### src/rtl/control_encoder.sv
// control_encoder: re-encodes a decoded 12-bit control bundle into its 6-bit
// opcode and buffers {op, illegal} in a DEPTH-entry valid/ready FIFO.
// Ports: clk, reset (async, active high); in_valid/in_ready plus the bundle
// bits Jump..BranchEQ and ALUOp[2:0] on the input side; out_valid/out_ready,
// out_op[5:0], out_illegal on the output side.
// Optional macro CONTROL_ENCODER_STATS_EN adds cnt_total/cnt_illegal
// saturating push counters of width CNT_W.
module control_encoder #(
  parameter int DEPTH = 4,
  parameter int CNT_W = 16
) (
  input  logic             clk,
  input  logic             reset,
  input  logic             in_valid,
  output logic             in_ready,
  input  logic             Jump,
  input  logic             RegDst,
  input  logic             ALUSrc,
  input  logic             MemtoReg,
  input  logic             RegWrite,
  input  logic             MemRead,
  input  logic             MemWrite,
  input  logic             BranchNE,
  input  logic             BranchEQ,
  input  logic [2:0]       ALUOp,
  output logic             out_valid,
  input  logic             out_ready,
  output logic [5:0]       out_op,
  output logic             out_illegal
`ifdef CONTROL_ENCODER_STATS_EN
  ,
  output logic [CNT_W-1:0] cnt_total,
  output logic [CNT_W-1:0] cnt_illegal
`endif
);

`ifdef CONTROL_ENCODER_STATS_EN
  localparam int AW = $clog2(DEPTH);
`else
  // CNT_W only sizes the counters; keep it referenced when they are absent
  localparam int AW = $clog2(DEPTH) + 0 * CNT_W;
`endif

  logic [11:0]   w_bundle;
  logic [5:0]    w_op;
  logic          w_illegal;
  logic          w_push;
  logic          w_pop;

  logic [6:0]    r_mem [DEPTH];
  logic [AW-1:0] r_wr_ptr;
  logic [AW-1:0] r_rd_ptr;
  logic [AW:0]   r_count;

  assign w_bundle = {Jump, RegDst, ALUSrc, MemtoReg, RegWrite,
                     MemRead, MemWrite, BranchNE, BranchEQ, ALUOp};

  always_comb begin
    w_op      = 6'h3F;
    w_illegal = 1'b1;
    unique casez (w_bundle)
      12'b0_1_001_00_00_111: begin
        w_op      = 6'h00;
        w_illegal = 1'b0;
      end
      12'b0_0_101_00_00_100: begin
        w_op      = 6'h08;
        w_illegal = 1'b0;
      end
      12'b0_0_101_00_00_101: begin
        w_op      = 6'h0D;
        w_illegal = 1'b0;
      end
      12'b0_0_101_00_00_110: begin
        w_op      = 6'h0C;
        w_illegal = 1'b0;
      end
      12'b0_0_101_00_00_000: begin
        w_op      = 6'h0F;
        w_illegal = 1'b0;
      end
      12'b0_0_111_10_00_100: begin
        w_op      = 6'h23;
        w_illegal = 1'b0;
      end
      12'b0_0_100_01_00_100: begin
        w_op      = 6'h2B;
        w_illegal = 1'b0;
      end
      // branches leave MemtoReg unused, so either value matches
      12'b0_0_0?0_00_01_001: begin
        w_op      = 6'h04;
        w_illegal = 1'b0;
      end
      12'b0_0_0?0_00_10_001: begin
        w_op      = 6'h05;
        w_illegal = 1'b0;
      end
      12'b1_0_000_00_00_000: begin
        w_op      = 6'h02;
        w_illegal = 1'b0;
      end
      12'b1_0_001_00_00_000: begin
        w_op      = 6'h03;
        w_illegal = 1'b0;
      end
      default: begin
        w_op      = 6'h3F;
        w_illegal = 1'b1;
      end
    endcase
  end

  assign in_ready  = (r_count != (AW+1)'(DEPTH));
  assign out_valid = (r_count != '0);
  assign w_push    = in_valid && in_ready;
  assign w_pop     = out_valid && out_ready;

  // storage is cleared on reset so the head reads 0x00 / legal afterwards
  always_ff @(posedge clk or posedge reset) begin
    if (reset) begin
      r_wr_ptr <= '0;
      r_rd_ptr <= '0;
      r_count  <= '0;
      for (int i = 0; i < DEPTH; i++) begin
        r_mem[i] <= '0;
      end
    end else begin
      if (w_push) begin
        r_mem[r_wr_ptr] <= {w_op, w_illegal};
        r_wr_ptr        <= r_wr_ptr + AW'(1);
      end
      if (w_pop) begin
        r_rd_ptr <= r_rd_ptr + AW'(1);
      end
      if (w_push && !w_pop) begin
        r_count <= r_count + (AW+1)'(1);
      end else if (!w_push && w_pop) begin
        r_count <= r_count - (AW+1)'(1);
      end
    end
  end

  assign out_op      = r_mem[r_rd_ptr][6:1];
  assign out_illegal = r_mem[r_rd_ptr][0];

`ifdef CONTROL_ENCODER_STATS_EN
  logic [CNT_W-1:0] r_cnt_total;
  logic [CNT_W-1:0] r_cnt_illegal;

  always_ff @(posedge clk or posedge reset) begin
    if (reset) begin
      r_cnt_total   <= '0;
      r_cnt_illegal <= '0;
    end else if (w_push) begin
      if (r_cnt_total != '1) begin
        r_cnt_total <= r_cnt_total + CNT_W'(1);
      end
      if (w_illegal && (r_cnt_illegal != '1)) begin
        r_cnt_illegal <= r_cnt_illegal + CNT_W'(1);
      end
    end
  end

  assign cnt_total   = r_cnt_total;
  assign cnt_illegal = r_cnt_illegal;
`endif

endmodule

### config.mk
export PLATFORM = sky130hd
export DESIGN_NAME = control_encoder
export DESIGN_NICKNAME = d
export VERILOG_FILES = /design/src/rtl/control_encoder.sv
export SDC_FILE = /design/constraint.sdc
export NUM_CORES = 1
export LEC_CHECK = 0
export ABC_AREA = 1
export BUFFER_PORTS_ARGS = -buffer_cell sky130_fd_sc_hd__buf_2
export CORE_ASPECT_RATIO = 2
export CORE_UTILIZATION = 48
export DETAILED_ROUTE_END_ITERATION = 10
export GPL_TIMING_DRIVEN = 0
export PLACE_DENSITY = 0.68
export SKIP_CTS_REPAIR_TIMING = 1
export SYNTH_ARGS = -nofsm -noshare
export SYNTH_HDL_FRONTEND = slang
export SYNTH_SLANG_ARGS = --single-unit
### constraint.sdc
create_clock -name clk -period 3.9 [get_ports clk]
set_clock_uncertainty 0.2 [all_clocks]
set_input_delay 0.585 -clock clk [delete_from_list [all_inputs] [get_ports clk]]
set_output_delay 0.585 -clock clk [all_outputs]
set_load 0.02 [all_outputs]
# Word level (Yosys, flattened, before mapping)
# Index checks and enable logic that the tools add are counted.
[classes] eq_ne=12 n_bitwise=2 n_addsub=4 order_cmp=3 reduce_logical=10 n_mux=10
[op_table] operator="$eq A12 B10 Y1 const B" n=6
[op_table] operator="$pmux W6 S11" n=1
[op_table] operator="$bwmux W28" n=1
[op_table] operator="$eq A12 B12 Y1 const B" n=2
[op_table] operator="$mux W7" n=3
[op_table] operator="$bmux W7 S2" n=1
[op_table] operator="$demux W7 S2" n=1
[op_table] operator="$eq A12 B11 Y1 const B" n=1
[op_table] operator="$eq A11 B4 Y1 const B" n=1
[op_table] operator="$eq A11 B5 Y1 const B" n=1
[op_table] operator="$reduce_or A11 Y1" n=1
[op_table] operator="$ge A3 B3 Y1 const B" n=2
[op_table] operator="$mux W3" n=2
[op_table] operator="$not A2 Y3" n=2
[op_table] operator="$logic_and A1 B1 Y1" n=5
[op_table] operator="$add A2 B1 Y2 const B" n=2
[op_table] operator="$add A3 B1 Y3 const B" n=1
[op_table] operator="$lt A3 B1 Y1 const B" n=1
[op_table] operator="$ne A3 B3 Y1 const B" n=1
[op_table] operator="$reduce_bool A3 Y1" n=1
[op_table] operator="$sub A3 B1 Y3 const B" n=1
[op_table] operator="$logic_not A1 Y1" n=2
[op_table] operator="$reduce_bool A2 Y1" n=1
[op_table] operator="$mux W1" n=1
[totals] input_bits=16 reg_bits=35 word_cells=48

# Logic depth before layout (Yosys ltp)
[logic_depth] word_depth=6 mapped_depth=11

# Worst setup path before layout
# Ideal clock, no wire load.
[synth_path] path_type="reg2reg" from="reg r_count[0]" to="reg r_count[2]" synth_period_minus_slack_ns=2.176 arrival_ns=1.845 setup_time_ns=0.131 path_slack_ns=1.724 path_stages_with_launch=11 path_cell_list="dfrtp_1 inv_1 nand3_1 nand2_1 inv_2 ha_1 inv_1 fa_1 a21oi_1 o21ai_0 xor2_1"
[synth_between] elab_chain_cells=5 elab_cells_between_ends=13
[synth_rtl] element="from (decl)" line_no="53" rtl="logic [AW:0] r_count;"
[synth_rtl] element="from (signal assigned)" line_no="137" rtl="r_count <= r_count + (AW+1)'(1);"
[synth_rtl] element="from (signal assigned)" line_no="139" rtl="r_count <= r_count - (AW+1)'(1);"
[synth_rtl] element="$ne A3 B3 Y1 (*)" line_no="114" rtl="assign in_ready = (r_count != (AW+1)'(DEPTH));"
[synth_rtl] element="via in_ready" line_no="15" rtl="output logic in_ready,"
[synth_rtl] element="$logic_and A1 B1 Y1 (*)" line_no="116" rtl="assign w_push = in_valid && in_ready;"
[synth_rtl] element="via w_push" line_no="47" rtl="logic w_push;"
[synth_rtl] element="$logic_not A1 Y1" line_no="138" rtl="end else if (!w_push && w_pop) begin"
[synth_rtl] element="$logic_and A1 B1 Y1" line_no="138"
[synth_rtl] element="$reduce_bool A2 Y1 (no line)"
# The timed path passes the listed nets; every way through them passes the cells marked *. The select of a mux whose other input is x is not followed.
# A chain may end at the register's enable or synchronous reset.

# Worst setup path in the final report
[layout_path] from="reg r_rd_ptr[0]" to="out out_op[1]"
[layout_between] elab_chain_cells=4
[layout_rtl] element="from (decl)" line_no="52" rtl="logic [AW-1:0] r_rd_ptr;"
[layout_rtl] element="from (signal assigned)" line_no="134" rtl="r_rd_ptr <= r_rd_ptr + AW'(1);"
[layout_rtl] element="$not A2 Y3 (not written as such)" line_no="144" rtl="assign out_op = r_mem[r_rd_ptr][6:1];"
[layout_rtl] element="$bmux W7 S2" line_no="144"
[layout_rtl] element="$mux W7 (2 in series)"
[layout_rtl] element="to (decl)" line_no="28" rtl="output logic [5:0] out_op,"
# Every way passes these cells. The select of a mux whose other input is x is not followed.

==> impl_metrics.py <==
metrics = {
    "floorplan": {
        "floorplan.die.height_um": 95.1,
        "floorplan.die_area_um2": 4620,
        "rows": 33,
        "dieWidth_um": 48.5,
        "core_um2": 4130,
        "io_pins": 25,
        "floorplan.initialDensity_pct": 50.4,
    },
    "setup_path": {
        "endpoint": "out_op[1]",
        "slowest_stage": "sky130_fd_sc_hd__dfrtp_1",
        "cp_slowest_stage_delay_ns": 0.45,
        "criticalPathCategory": "flop to output pin",
        "critical_path_cell_count": 5,
        "crit_path_max_fanout": 10,
        "r2r_start": "r_count[0]$_DFFE_PP0P_",
        "worstPathCellList": "inv_1, clkbuf_1, nor2_1, o22ai_1, buf_2",
        "r2r_setup_slack_ns": 1.74,
        "worst-endpoint-required_ns": 3.12,
        "critPathArrivalTime_ns": 1.94,
        "worst_setup_path_end_kind": "output pin",
        "critical_path.reg2reg.endpoint": "r_count[2]$_DFFE_PP0P_",
        "critical_path.startpoint_type": "flop",
        "category_of_cells_accounting_for_the_largest_share_of_critical_path_delay": "buffers and inverters",
        "path_buf_inv": 3,
        "startpoint": "r_rd_ptr[0]$_DFFE_PP0P_",
        "worstRegToRegCells": 10,
    },
    "clocking": {
        "tritoncts_buffers": 5,
        "clk_pin_slew_ns": 0.07,
        "cts_max_level": 2,
        "clock_tree.root_cell": "sky130_fd_sc_hd__clkbuf_8",
        "cts_buffer_depth": 2,
        "tritoncts_clock_tree": "done",
        "cts_sinks": 35,
        "clk-insertion-delay-late_ns": 0.29,
    },
    "finish": {
        "share_of_layout_cells_above_drive_strength_1_pct": 22.9,
        "area_delta_synth_final_pct": 12.8,
        "antennaDiodeCount": 0,
        "fin_nets": 331,
    },
    "logic_synthesis": {
        "synth-compound-area-share_pct": 8.30,
        "post-synth-top-area-fraction_pct": 42.1,
        "yosysWarningCount": 0,
        "synth_top_cell_by_area": "sky130_fd_sc_hd__dfrtp_1",
        "synth-seq-area-share_pct": 42.1,
        "synth_xor_xnor_area_share_pct": 1.68,
        "synth-seq-cells": 35,
        "synth_top_family_by_area": "simple AND/OR/NAND/NOR gates",
        "yosys.area_share.simple_pct": 37.3,
        "postSynthNetCount": 300,
        "number_of_enable_type_register_cells_in_the_synthesized_netlist": 0,
        "synthDistinctLibCells": 25,
        "synth.mux.area_fraction_pct": 0,
        "postSynth.topFlopCell": "sky130_fd_sc_hd__dfrtp_1",
        "post_synth_inst_count": 278,
        "postSynth.asyncResetShare_pct": 100,
        "mappedNetlistArea_um2": 2080,
        "synth_area_leaders": "sky130_fd_sc_hd__dfrtp_1 42%, sky130_fd_sc_hd__nand2_1 17%, sky130_fd_sc_hd__nor2_1 5.8%",
        "synth-adder-area-share_pct": 3.97,
        "synth.avg_cell_area_um2": 7.48,
    },
    "grt": {
        "grt.overflow.total": 0,
        "grtUsageTotal_pct": 23.3,
        "maximum_number_of_pins_on_one_net_before_global_route_repair": 36,
        "grt_antenna_before_repair": 0,
        "via_count_of_the_first_global_routing_pass": 1737,
        "grt_first_pass_wirelength_um": 7910,
    },
    "sta": {
        "slew-limit-headroom_pct": 52.6,
        "grt_setup_unrepaired": "false",
        "layout_worst_path_cycle_share_pct": 69.8,
        "slew_viol_final": 0,
        "fin_ws_ns": 1.18,
        "tns_ns": 0,
        "worst-slew-pin-transition_ns": 0.710,
        "min_period_ns": 2.72,
        "hold_viol": 0,
        "max_freq_ghz": 0.367,
        "final_setup_violation_count": 0,
    },
    "placement": {
        "buffers_on_ports": 24,
        "post-place-ws_ns": 1.54,
        "half_perimeter_wire_length_after_placement_um": 3660,
        "globalplace.congestion": 0.824,
    },
    "power": {
        "ir_drop_uv": 314,
        "total_power_mw": 1.73,
        "power_density_nw_per_um2": 737,
        "power_leakage_nw": 1.25,
    },
    "route": {
        "route.detailed.wl_per_inst_um": 12.9,
        "drt-pass1-iter-count": 4,
        "drc": 0,
        "vias": 1825,
        "antenna_violating_nets_post_route": 0,
        "drt-vias-per-instance": 5.04,
        "route.final.wire_length_um": 4660,
        "detailedRoute.firstIterationViolations": 54,
    },
    "status": {
        "status": "finished, final reports clean",
    },
    "job": {
        "drv_cap": 0,
    },
    "min_path": {
        "holdCritPathClass": "input pin to async pin",
    },
}
## synthesized netlist by cell type, types with 4 or more instances
cell type and count:
sky130_fd_sc_hd__nand2_4 5, sky130_fd_sc_hd__o21ai_0 20, sky130_fd_sc_hd__inv_2 11, sky130_fd_sc_hd__nand3_1 9, sky130_fd_sc_hd__inv_1 21, sky130_fd_sc_hd__a21oi_1 4, sky130_fd_sc_hd__o22ai_1 7, sky130_fd_sc_hd__dfrtp_1 35
sky130_fd_sc_hd__nand2_2 10, sky130_fd_sc_hd__nor2_4 4, sky130_fd_sc_hd__ha_1 5, sky130_fd_sc_hd__nand2_1 94, sky130_fd_sc_hd__nor2_1 32
## routing by layer
layer,GRT usage (%),vias up,part of all wire (%)
met5,0,-,0
met4,14.2,0,3.7
met3,2.71,10,2.6
met2,46.7,41,60
met1,21.9,848,34
li1,-,926,-
## worst min path at each step
stage,start,to
final,reset,r_mem[22]$_DFFE_PP0P_
after global routing,r_mem[16]$_DFFE_PP0P_,r_mem[16]$_DFFE_PP0P_
after CTS,r_mem[15]$_DFFE_PP0P_,r_mem[15]$_DFFE_PP0P_
after detailed placement,r_mem[19]$_DFFE_PP0P_,r_mem[19]$_DFFE_PP0P_
after global placement,r_mem[15]$_DFFE_PP0P_,r_mem[15]$_DFFE_PP0P_
after floorplan,r_mem[10]$_DFFE_PP0P_,r_mem[10]$_DFFE_PP0P_
## state kept, by name (all words and copies together), names as in the netlist
name / count
r_rd_ptr: 2
r_mem: 28
r_count: 3
r_wr_ptr: 2
## cell usage in the layout (no fill, tap or decap)
| cell type | n |
|---|---|
| sky130_fd_sc_hd__nand3_2 | 3 |
| sky130_fd_sc_hd__nand2_1 | 94 |
| sky130_fd_sc_hd__clkbuf_1 | 5 |
| sky130_fd_sc_hd__o21ai_2 | 1 |
| sky130_fd_sc_hd__nor3_2 | 1 |
| sky130_fd_sc_hd__nor2_2 | 3 |
| sky130_fd_sc_hd__nor3_1 | 1 |
| sky130_fd_sc_hd__buf_2 | 24 |
| sky130_fd_sc_hd__nand3_4 | 1 |
| sky130_fd_sc_hd__ha_1 | 5 |
| sky130_fd_sc_hd__fa_1 | 1 |
| sky130_fd_sc_hd__a21oi_1 | 4 |
| sky130_fd_sc_hd__nand2_4 | 5 |
| sky130_fd_sc_hd__nand4_1 | 2 |
| sky130_fd_sc_hd__clkbuf_8 | 5 |
| sky130_fd_sc_hd__o21ai_0 | 20 |
| sky130_fd_sc_hd__inv_2 | 12 |
| sky130_fd_sc_hd__clkinv_2 | 1 |
| sky130_fd_sc_hd__nand3_1 | 9 |
| sky130_fd_sc_hd__dfrtp_1 | 35 |
| sky130_fd_sc_hd__inv_1 | 20 |
| sky130_fd_sc_hd__xor2_1 | 3 |
| sky130_fd_sc_hd__o22ai_1 | 7 |
| sky130_fd_sc_hd__nor2_4 | 4 |
| sky130_fd_sc_hd__nand2_2 | 10 |
| sky130_fd_sc_hd__inv_4 | 1 |
| sky130_fd_sc_hd__xnor2_1 | 1 |
| sky130_fd_sc_hd__nor2_1 | 32 |
## through the flow
| step | cell area (µm²) | util [%] | hold WS [ns] | std cells |
|---|---|---|---|---|
| floorplan | 2080 | - | 0.244 | 278 |
| CTS | 2350 | 56.8 | 0.278 | 362 |
| finish | 2350 | 56.8 | 0.203 | 362 |
| detailed placement | 2260 | 54.8 | 0.260 | 354 |
| global placement | 2260 | 54.8 | 0.258 | 354 |
| global route | 2350 | 56.8 | 0.290 | 362 |
## cells by family (layout without fill, tap and decap cells)
group | after synthesis | in the layout
and+or+nand+nor | 165 | 165
buffers and inverters | 36 | 68
DFF | 35 | 35
AOI/OAI and AO/OA | 32 | 32
adders and majority gates | 6 | 6
xor gates and xnor gates | 4 | 4
## where the power goes
| group | leakage (nW) | total [mW] | internal [mW] | switching (mW) |
|---|---|---|---|---|
| sequential | 0.406 | 0.667 | 0.557 | 0.110 |
| clock | 0.0422 | 0.250 | 0.125 | 0.125 |
| combinational | 0.804 | 0.813 | 0.284 | 0.529 |
| total | 1.25 | 1.73 | 0.965 | 0.764 |
## area by class of cell
class                      count  area [µm²]
clock buffer                   7        76.3
fill                         436        1780
multi-input combinational    207        1070
tap                           52        65.1
sequential                    35         876
timing repair buffer          24         120
inverter                      33         126
buffer                         3        11.3
clock inverter                 1        5.00
Note: power is estimated with default switching activity, not from simulation.
